[config.mk]
export PLATFORM = sky130hd
export DESIGN_NAME = flash_led_seq_ctrl
export DESIGN_NICKNAME = d
export VERILOG_FILES = /design/src/rtl/flash_led_pkg.sv /design/src/rtl/flash_led_seq_ctrl_btn_debounce.sv /design/src/rtl/flash_led_seq_ctrl.sv
export SDC_FILE = /design/constraint.sdc
export NUM_CORES = 1
export LEC_CHECK = 0
export ABC_AREA = 1
export CAP_MARGIN = 20
export CORE_ASPECT_RATIO = 1.5
export CORE_UTILIZATION = 46
export DETAILED_ROUTE_END_ITERATION = 10
export PLACE_DENSITY = 0.66
export REMOVE_ABC_BUFFERS = 1
export SETUP_SLACK_MARGIN = 0.1
export SYNTH_ARGS = -nofsm -noshare
export SYNTH_HDL_FRONTEND = slang
export SYNTH_HIERARCHICAL = 1
export SYNTH_SLANG_ARGS = --single-unit
[constraint.sdc]
create_clock -name clk -period 1.95 [get_ports clk]
set_clock_uncertainty 0.1 [all_clocks]
set_input_delay 0.195 -clock clk [delete_from_list [all_inputs] [get_ports clk]]
set_output_delay 0.195 -clock clk [all_outputs]
set_load 0.1 [all_outputs]
[src/rtl/flash_led_pkg.sv]
// Shared definitions for the flash LED display: mode codes, start patterns
// and small helpers used by the sequencer.
// Ports: none (package).
package flash_led_pkg;

   localparam int LED_W = 16;

   typedef enum logic [1:0] {
      MODE_SHIFT_L  = 2'd0,
      MODE_SHIFT_R  = 2'd1,
      MODE_PINGPONG = 2'd2,
      MODE_BLINK    = 2'd3
   } mode_e;

   localparam logic [LED_W-1:0] START_SHIFT_L  = 16'h0001;
   localparam logic [LED_W-1:0] START_SHIFT_R  = 16'h8000;
   localparam logic [LED_W-1:0] START_PINGPONG = 16'h0001;
   localparam logic [LED_W-1:0] START_BLINK    = 16'hFFFF;

   // Pattern loaded into the LEDs when a mode is entered.
   function automatic logic [LED_W-1:0] start_pattern(input mode_e m);
      logic [LED_W-1:0] p;
      case (m)
         MODE_SHIFT_L:  p = START_SHIFT_L;
         MODE_SHIFT_R:  p = START_SHIFT_R;
         MODE_PINGPONG: p = START_PINGPONG;
         default:       p = START_BLINK;
      endcase
      return p;
   endfunction

   // Exactly one bit set.
   function automatic logic is_onehot(input logic [LED_W-1:0] v);
      return (v != '0) && ((v & (v - 1'b1)) == '0);
   endfunction

endpackage

[src/rtl/flash_led_seq_ctrl_btn_debounce.sv]
// Button conditioner: 2-FF synchroniser, stable-level debounce counter and a
// one-cycle press pulse on the accepted rising level. Reusable for any button.
// Ports: clk, rst (async, active-high), btn_i (raw, async), press_o (1-cycle pulse).
module btn_debounce #(
   parameter int DEB_CYCLES = 1_000_000
) (
   input  logic clk,
   input  logic rst,
   input  logic btn_i,
   output logic press_o
);

   localparam int CNT_W = $clog2(DEB_CYCLES);
   localparam logic [CNT_W-1:0] CNT_LAST = CNT_W'(DEB_CYCLES - 1);

   logic             sync1_q, sync2_q;
   logic             db_q, db_d;
   logic             db_dly_q;
   logic [CNT_W-1:0] cnt_q, cnt_d;

   always_ff @(posedge clk or posedge rst) begin
      if (rst) begin
         sync1_q  <= 1'b0;
         sync2_q  <= 1'b0;
         db_q     <= 1'b0;
         db_dly_q <= 1'b0;
         cnt_q    <= '0;
      end else begin
         sync1_q  <= btn_i;
         sync2_q  <= sync1_q;
         db_q     <= db_d;
         db_dly_q <= db_q;
         cnt_q    <= cnt_d;
      end
   end

   // A level change is accepted only after it has differed from the
   // debounced level for DEB_CYCLES consecutive cycles; any agreement
   // in between restarts the count.
   always_comb begin
      db_d  = db_q;
      cnt_d = '0;
      if (sync2_q != db_q) begin
         if (cnt_q == CNT_LAST) begin
            db_d  = sync2_q;
            cnt_d = '0;
         end else begin
            cnt_d = cnt_q + 1'b1;
         end
      end
   end

   // Rising edge of the debounced level only; release is ignored.
   assign press_o = db_q & ~db_dly_q;

endmodule

[src/rtl/flash_led_seq_ctrl.sv]
// LED animation sequencer: button press cycles SHIFT_L/SHIFT_R/PINGPONG/BLINK,
// each mode stepped by a prescaled tick of TICK_DIV cycles.
// Ports: clk, rst (async, active-high), btn_c (raw button), led[15:0], mode[1:0], step.
module flash_led_seq_ctrl
   import flash_led_pkg::*;
#(
   parameter int TICK_DIV   = 50_000_000,
   parameter int DEB_CYCLES = 1_000_000
) (
   input  logic             clk,
   input  logic             rst,
   input  logic             btn_c,
   output logic [LED_W-1:0] led,
   output logic [1:0]       mode,
   output logic             step
);

   localparam int PS_W = $clog2(TICK_DIV);
   localparam logic [PS_W-1:0] PS_LAST = PS_W'(TICK_DIV - 1);

   logic             press;
   logic             step_w;
   logic [PS_W-1:0]  presc_q, presc_d;
   mode_e            mode_q, mode_d;
   logic [LED_W-1:0] led_q, led_d;
   logic             dir_right_q, dir_right_d;

   btn_debounce #(
      .DEB_CYCLES (DEB_CYCLES)
   ) u_btn_c (
      .clk     (clk),
      .rst     (rst),
      .btn_i   (btn_c),
      .press_o (press)
   );

   assign step_w = (presc_q == PS_LAST);

   always_ff @(posedge clk or posedge rst) begin
      if (rst) begin
         presc_q     <= '0;
         mode_q      <= MODE_SHIFT_L;
         led_q       <= START_SHIFT_L;
         dir_right_q <= 1'b0;
      end else begin
         presc_q     <= presc_d;
         mode_q      <= mode_d;
         led_q       <= led_d;
         dir_right_q <= dir_right_d;
      end
   end

   // Press has priority over a coincident step: the new mode starts from its
   // start pattern with a fresh prescaler, so its first step is a full
   // TICK_DIV cycles later.
   always_comb begin
      mode_d      = mode_q;
      led_d       = led_q;
      dir_right_d = dir_right_q;
      presc_d     = step_w ? '0 : presc_q + 1'b1;

      if (press) begin
         case (mode_q)
            MODE_SHIFT_L:  mode_d = MODE_SHIFT_R;
            MODE_SHIFT_R:  mode_d = MODE_PINGPONG;
            MODE_PINGPONG: mode_d = MODE_BLINK;
            default:       mode_d = MODE_SHIFT_L;
         endcase
         led_d       = start_pattern(mode_d);
         presc_d     = '0;
         dir_right_d = 1'b0;
      end else if (step_w) begin
         case (mode_q)
            MODE_SHIFT_L: begin
               led_d = is_onehot(led_q) ? {led_q[LED_W-2:0], led_q[LED_W-1]}
                                        : START_SHIFT_L;
            end
            MODE_SHIFT_R: begin
               led_d = is_onehot(led_q) ? {led_q[0], led_q[LED_W-1:1]}
                                        : START_SHIFT_R;
            end
            MODE_PINGPONG: begin
               // Turn around at the ends without repeating the end value.
               if (!is_onehot(led_q)) begin
                  led_d       = START_PINGPONG;
                  dir_right_d = 1'b0;
               end else if (led_q[LED_W-1]) begin
                  led_d       = 16'h4000;
                  dir_right_d = 1'b1;
               end else if (led_q[0]) begin
                  led_d       = 16'h0002;
                  dir_right_d = 1'b0;
               end else if (dir_right_q) begin
                  led_d = led_q >> 1;
               end else begin
                  led_d = led_q << 1;
               end
            end
            default: begin
               led_d = ~led_q;
            end
         endcase
      end
   end

   assign led  = led_q;
   assign mode = mode_q;
   assign step = step_w;

endmodule

==> flow_summary.ini, run 1 <==
[timing]
period_minus_slack_ns = 2.28
worstMarginPinSlew_ns = 0.551
slew_headroom_pct = 63.2
hold_viol_final = 0
holdWs_ns = 0.103
rsz0062_at_grt = yes
slew_violations = 0
clock.fmax_mhz = 439
fin_tns_setup_ns = -8.21
finalSetupViolCount = 41
finalCritPeriodShare_pct = 117
setup_ws_ns = -0.328

[global_route]
grt_overflow = 0
use_met2_pct = 52.7
use_met1_pct = 29.2
grt_pass1_wl_um = 23700
antenna_found_initial = 0
grt_max_degree = 30
grt.met3_usage_pct = 3.87
grt_pass1_vias = 5178
grt.total_usage_pct = 28.3
grt.busiest_layer = met2

[cts]
hold_buffers = 0
clock-root-buffer = clkbuf_16
cts_sinks = 69
clkLatencyLatePin_ns = 0.33
cts_made_buffers = 9
cts.reportedPaths.clkPinSlew_ns = 0.06
cts_tree = yes
h-tree-depth = 3
clockBufferDepth = 2

[placement]
globalplace.congestion = 0.937
port_buffers = 21
dp.cells = 885
place_ws_ns = -0.322
place_hpwl_um = 9830

[routing]
wl_per_cell_um = 16.4
vias = 5175
avgViaCountPerCell = 5.61
drtIter0Drc = 443
dr.pass1.iters = 8
post-route-drc-count = 2
wl_um = 15200
antenna_left = 0

[cells_and_area]
fin_cells = 923
n_fill_cell = 782
n_antenna_cell = 0
final_nets = 811
drive_gt1_share_pct = 37.5
layout.area.seq_um2 = 1730
multi_input_area_um2 = 3090
synthToLayoutAreaGrowth_pct = 45.2

[power]
p_per_area_nw_per_um2 = 479
p_total_uw = 3300
p_leak_uw = 0.00342
ir_worst_vdd_uv = 611

[die]
num_io_pins = 22
die-area_um2 = 10700
core_area_um2 = 10100
rows = 45
initial_core_util_pct = 47.0
die_x_um = 84.9
fp.dieH_um = 126

[outcome]
status = complete, but fails checks
violations = design-rule violations, negative setup slack

[critical_path]
cp_top_family = simple AND/OR/NAND/NOR gates
critical_path.max_fanout = 7
worstPathRequired_ns = 2.11
slowest_stage = dfstp_2
path_buf_inv = 1
worstSetupPathType = reg -> reg
cp-start-kind = flip-flop
slowest_delay_ns = 0.40
end_kind = flip-flop
crit_arrival_ns = 2.44
cpMostUsedCell = nand2_2
path_cells = nor2_4 -> nand2_4 -> nor2_2 -> nand2_1 -> nand2_2 -> nand2_2 -> nor2_2 -> nand2_2 -> nor2_8 -> nand3_4 -> inv_8 -> nand2_2 -> nand3_2 -> o21ai_1 -> nand2_1

[synth]
synth.distinct_cells = 43
yosysTopAreaCellShare_pct = 35.9
syn_avg_cell_area_um2 = 6.90
postSynthCellCount = 687
netlist_top_cells_area = dfrtp_1 36%, nand2_1 11%, nor2_1 8.2%, nand3_1 7.2%, inv_1 5.9%
syn_area_um2 = 4740
synth-seq-area-share_pct = 36.5
synth-async-reset-ratio_pct = 100
synthFlopType = dfrtp_1
synth-edff-count = 0
ys_seq_elements = 69
synth_top_area_cell = dfrtp_1
synth_most_common_cell = nand2_1
ys_warn_count = 6
yosys-top-cells-count = 135 x nand2_1, 104 x nor2_1, 75 x inv_1

[worst_hold_path]
hp-class = in -> async

[run]
drv_cap = 0
[report_power, final]
part           switching, µW  internal [µW]  total [µW]
sequential              4.76           1440        1440
combinational           44.4           16.1        60.5
clock                    603           1190        1790
[sequential cells by signal, indices dropped and copies added, names as in the netlist]
| register | cells |
|---|---|
| dir_right_q | 1 |
| led | 16 |
| u_btn_c/cnt_q | 20 |
| u_btn_c/db_dly_q | 1 |
| u_btn_c/db_q | 1 |
| mode | 2 |
| u_btn_c/sync2_q | 1 |
| u_btn_c/sync1_q | 1 |
| presc_q | 26 |
[stage by stage]
stage / instance area, µm² / utilization (%)
floorplan: 4610 / -
global placement: 5770 / 57.2
detailed placement: 5770 / 57.2
CTS: 6510 / 64.6
global route: 6880 / 68.3
finish: 6880 / 68.3
[worst paths after layout]
path,startpoint,endpoint,slack [ns],depth (start not counted)
hold reg to reg,u_btn_c/sync1_q,u_btn_c/sync2_q,0.25,0
setup / recovery,led[0],led[4],-0.33,15
max in group asynchronous,rst,led[9],1.14,3
min in group clk,btn_c,u_btn_c/sync1_q,0.21,1
setup reg to reg,led[0],led[4],-0.33,15
hold / removal,rst,presc_q[25],0.10,2
[layout make-up]
cell class,count,area share [%]
clock buffer,13,3.78
clock inverter,3,0.982
inverter,80,4.51
multi-input combinational,512,45.0
sequential,69,25.2
tap,117,2.13
timing repair buffer,129,18.5
[timing repair]
item | 4_1_cts | 5_1_grt
pin swaps | 19 | 34
gates cloned | 3 | 0
endpoints found under the setup margin | 41 | 42
resized for setup | 83 | 104
buffers inserted | 14 | 9
[cells by family after synthesis]
kind of cell               after synthesis  share of synthesized area, %
AOI/OAI and AO/OA                      109                          12.5
xor gates and xnor gates                15                          2.93
adders and majority gates                7                          1.85
buffers and inverters                  106                          9.01
DFF                                     69                          36.5
and+or+nand+nor                        381                          37.2
[routing by layer]
metal | vias to the layer above | part of all wire, %
met5 | - | 0
met3 | 75 | 4.1
met1 | 2445 | 36
li1 | 2453 | -
met4 | 0 | 5.4
met2 | 202 | 55
[cells in the final DEF (no fill, tap or decap), types with 11 or more instances in the layout]
| cell | synthesis | layout |
|---|---|---|
| a21oi_1 | 41 | 36 |
| buf_12 | 0 | 18 |
| buf_4 | 2 | 92 |
| buf_6 | 2 | 15 |
| dfrtp_1 | 68 | 65 |
| inv_1 | 75 | 70 |
| nand2_1 | 135 | 103 |
| nand2_2 | 10 | 35 |
| nand3_1 | 68 | 50 |
| nand3_2 | 3 | 19 |
| nand4_1 | 11 | 11 |
| nor2_1 | 104 | 76 |
| nor2_2 | 16 | 30 |
| nor2_4 | 4 | 18 |
| o21ai_0 | 39 | 26 |
| o21ai_1 | 16 | 23 |
| xor2_1 | 11 | 11 |
Note: power is estimated with default switching activity, not from simulation.
==> run 2: changes to the inputs <==
- ABC_CLOCK_PERIOD_IN_PS: not set -> 1950
==> results of run 2 <==
No change in the layout: final DEF, timing and power equal those of run 1.
==> run 3: changes to the inputs <==
- PLACE_DENSITY: 0.66 -> 0.73
==> flow_summary.ini, run 3 (synthesis results as in run 1) <==
[critical_path]
path_cells = ha_4 -> nand2_4 -> nor2_4 -> nand2_2 -> nor2_4 -> buf_6 -> nand3_4 -> nor2_4 -> nand4_4 -> nor3_4 -> buf_4 -> buf_6 -> nor2_2 -> nor3_2
cpMostUsedCell = nor2_4
critical_path.max_fanout = 4
r2r_end = presc_q[18]
worstSetupPathType = reg -> reg
r2r_cells = 14
startpoint = presc_q[0]
timing.rr.start = presc_q[0]
slowest_delay_ns = 0.41
cp-start-kind = flip-flop
ff2ff_setup_slack_ns = -0.36
crit_arrival_ns = 2.46
worstPathRequired_ns = 2.10
slowest_stage = dfrtp_1
end_kind = flip-flop

[routing]
antenna_left = 0
drtIter0Drc = 496
wl_per_cell_um = 17.5
wl_um = 16500
avgViaCountPerCell = 5.69
post-route-drc-count = 3
vias = 5370
dr.pass1.iters = 10

[die]
fp.dieH_um = 126
core_area_um2 = 10100
die-area_um2 = 10700
rows = 45
num_io_pins = 22
initial_core_util_pct = 47.0
die_x_um = 84.9

[power]
ir_worst_vdd_uv = 617
p_total_uw = 3150
p_leak_uw = 0.00347
p_per_area_nw_per_um2 = 443

[cells_and_area]
largest_register_ffs = 26
final_common_cell = nand2_1
regMostFlops = presc_q
drive_gt1_share_pct = 35.4
mostFrequentLayoutCells = 117 x nand2_1, 100 x buf_4, 77 x nor2_1, 70 x inv_1, 67 x dfrtp_1
n_antenna_cell = 0
final_nets = 832
utilization_pct = 70.4
synthToLayoutAreaGrowth_pct = 49.8

[global_route]
grt_overflow = 0
grt.total_usage_pct = 28.3
grt_pass1_wl_um = 23700
antenna_found_initial = 0
grt_pass1_vias = 5123
grt_max_degree = 23

[cts]
clockBufferDepth = 2
cts_sinks = 69
clkLatencyLatePin_ns = 0.33
cts_tree = yes
h-tree-depth = 3
clock-root-buffer = clkbuf_16
cts.reportedPaths.clkPinSlew_ns = 0.06
cts_made_buffers = 9

[worst_hold_path]
hp-class = in -> async

[timing]
hold_viol_final = 0
setup_ws_ns = -0.358
clock.fmax_mhz = 433
slew_headroom_pct = 63.5
worstMarginPinSlew_ns = 0.546
finalCritPeriodShare_pct = 118
rsz0062_at_grt = yes
finalSetupViolCount = 41
slew_violations = 0
period_minus_slack_ns = 2.31

[placement]
place_hpwl_um = 10200
globalplace.congestion = 0.916
port_buffers = 21

[outcome]
status = complete, but fails checks
violations = design-rule violations, negative setup slack

[run]
drv_cap = 0
==> run 3: per-stage QoR <==
stage,instance area (µm²),setup TNS (ns),hold slack [ns],worst slack (ns),std cells
6_report,7100,-8.64,0.0296,-0.358,943
5_1_grt,7100,-12.28,0.0515,-0.452,943
4_1_cts,6510,-6.33,0.0229,-0.287,923
3_5_place_dp,5810,-6.59,0.253,-0.322,886
3_3_place_gp,5810,-5.46,0.243,-0.288,886
2_1_floorplan,4610,-32.85,0.110,-1.07,661
==> run 3: cell type report <==
type | count | area [µm²]
inverters | 80 | 308
well taps | 117 | 146
fillers | 760 | 2980
clock buffers | 14 | 264
multi-input cells | 512 | 3040
repair buffers | 150 | 1580
flip-flops and latches | 69 | 1730
clock inverters | 1 | 30.0
==> run 3: worst max-delay path by stage <==
stage	slack, ns	to
global placement	-0.29	presc_q[24]
floorplan	-1.07	led[13]
detailed placement	-0.32	led[11]
global route	-0.45	led[13]
finish	-0.36	presc_q[18]
CTS	-0.29	led[7]
==> run 3: timing repair <==
item | 4_1_cts | 5_1_grt
hold buffers | 0 | 0
endpoints found under the setup margin | 41 | 42
pin swaps | 13 | 27
setup buffers | 19 | 22
gates cloned | 3 | 4
resized for setup | 63 | 98
==> run 3: layer usage <==
layer	up-vias	wire length, µm	global-route usage, %	share of wire, %
met4	0	1060	17.0	6.4
met3	97	838	3.74	5.1
met5	-	0	0	0
li1	2500	-	-	-
met2	256	9090	53.0	55
met1	2517	5550	29.6	34
==> run 3: power breakdown <==
| group | leakage (µW) | internal (µW) | switching, µW | total (µW) |
|---|---|---|---|---|
| logic | 0.00239 | 21.4 | 48.9 | 70.2 |
| registers | 0.000937 | 1440 | 5.69 | 1450 |
| clock network | 0.000143 | 1050 | 578 | 1630 |
| total | 0.00347 | 2520 | 632 | 3150 |
==> run 3: worst max-delay path: cells and delay by family (launching register included) <==
family / cells / cell delay, ns
adder cells (fa/ha/maj): 1 / 0.19
AND/OR/NAND/NOR: 10 / 1.15
buffers and inverters: 3 / 0.36
flip-flops: 1 / 0.41
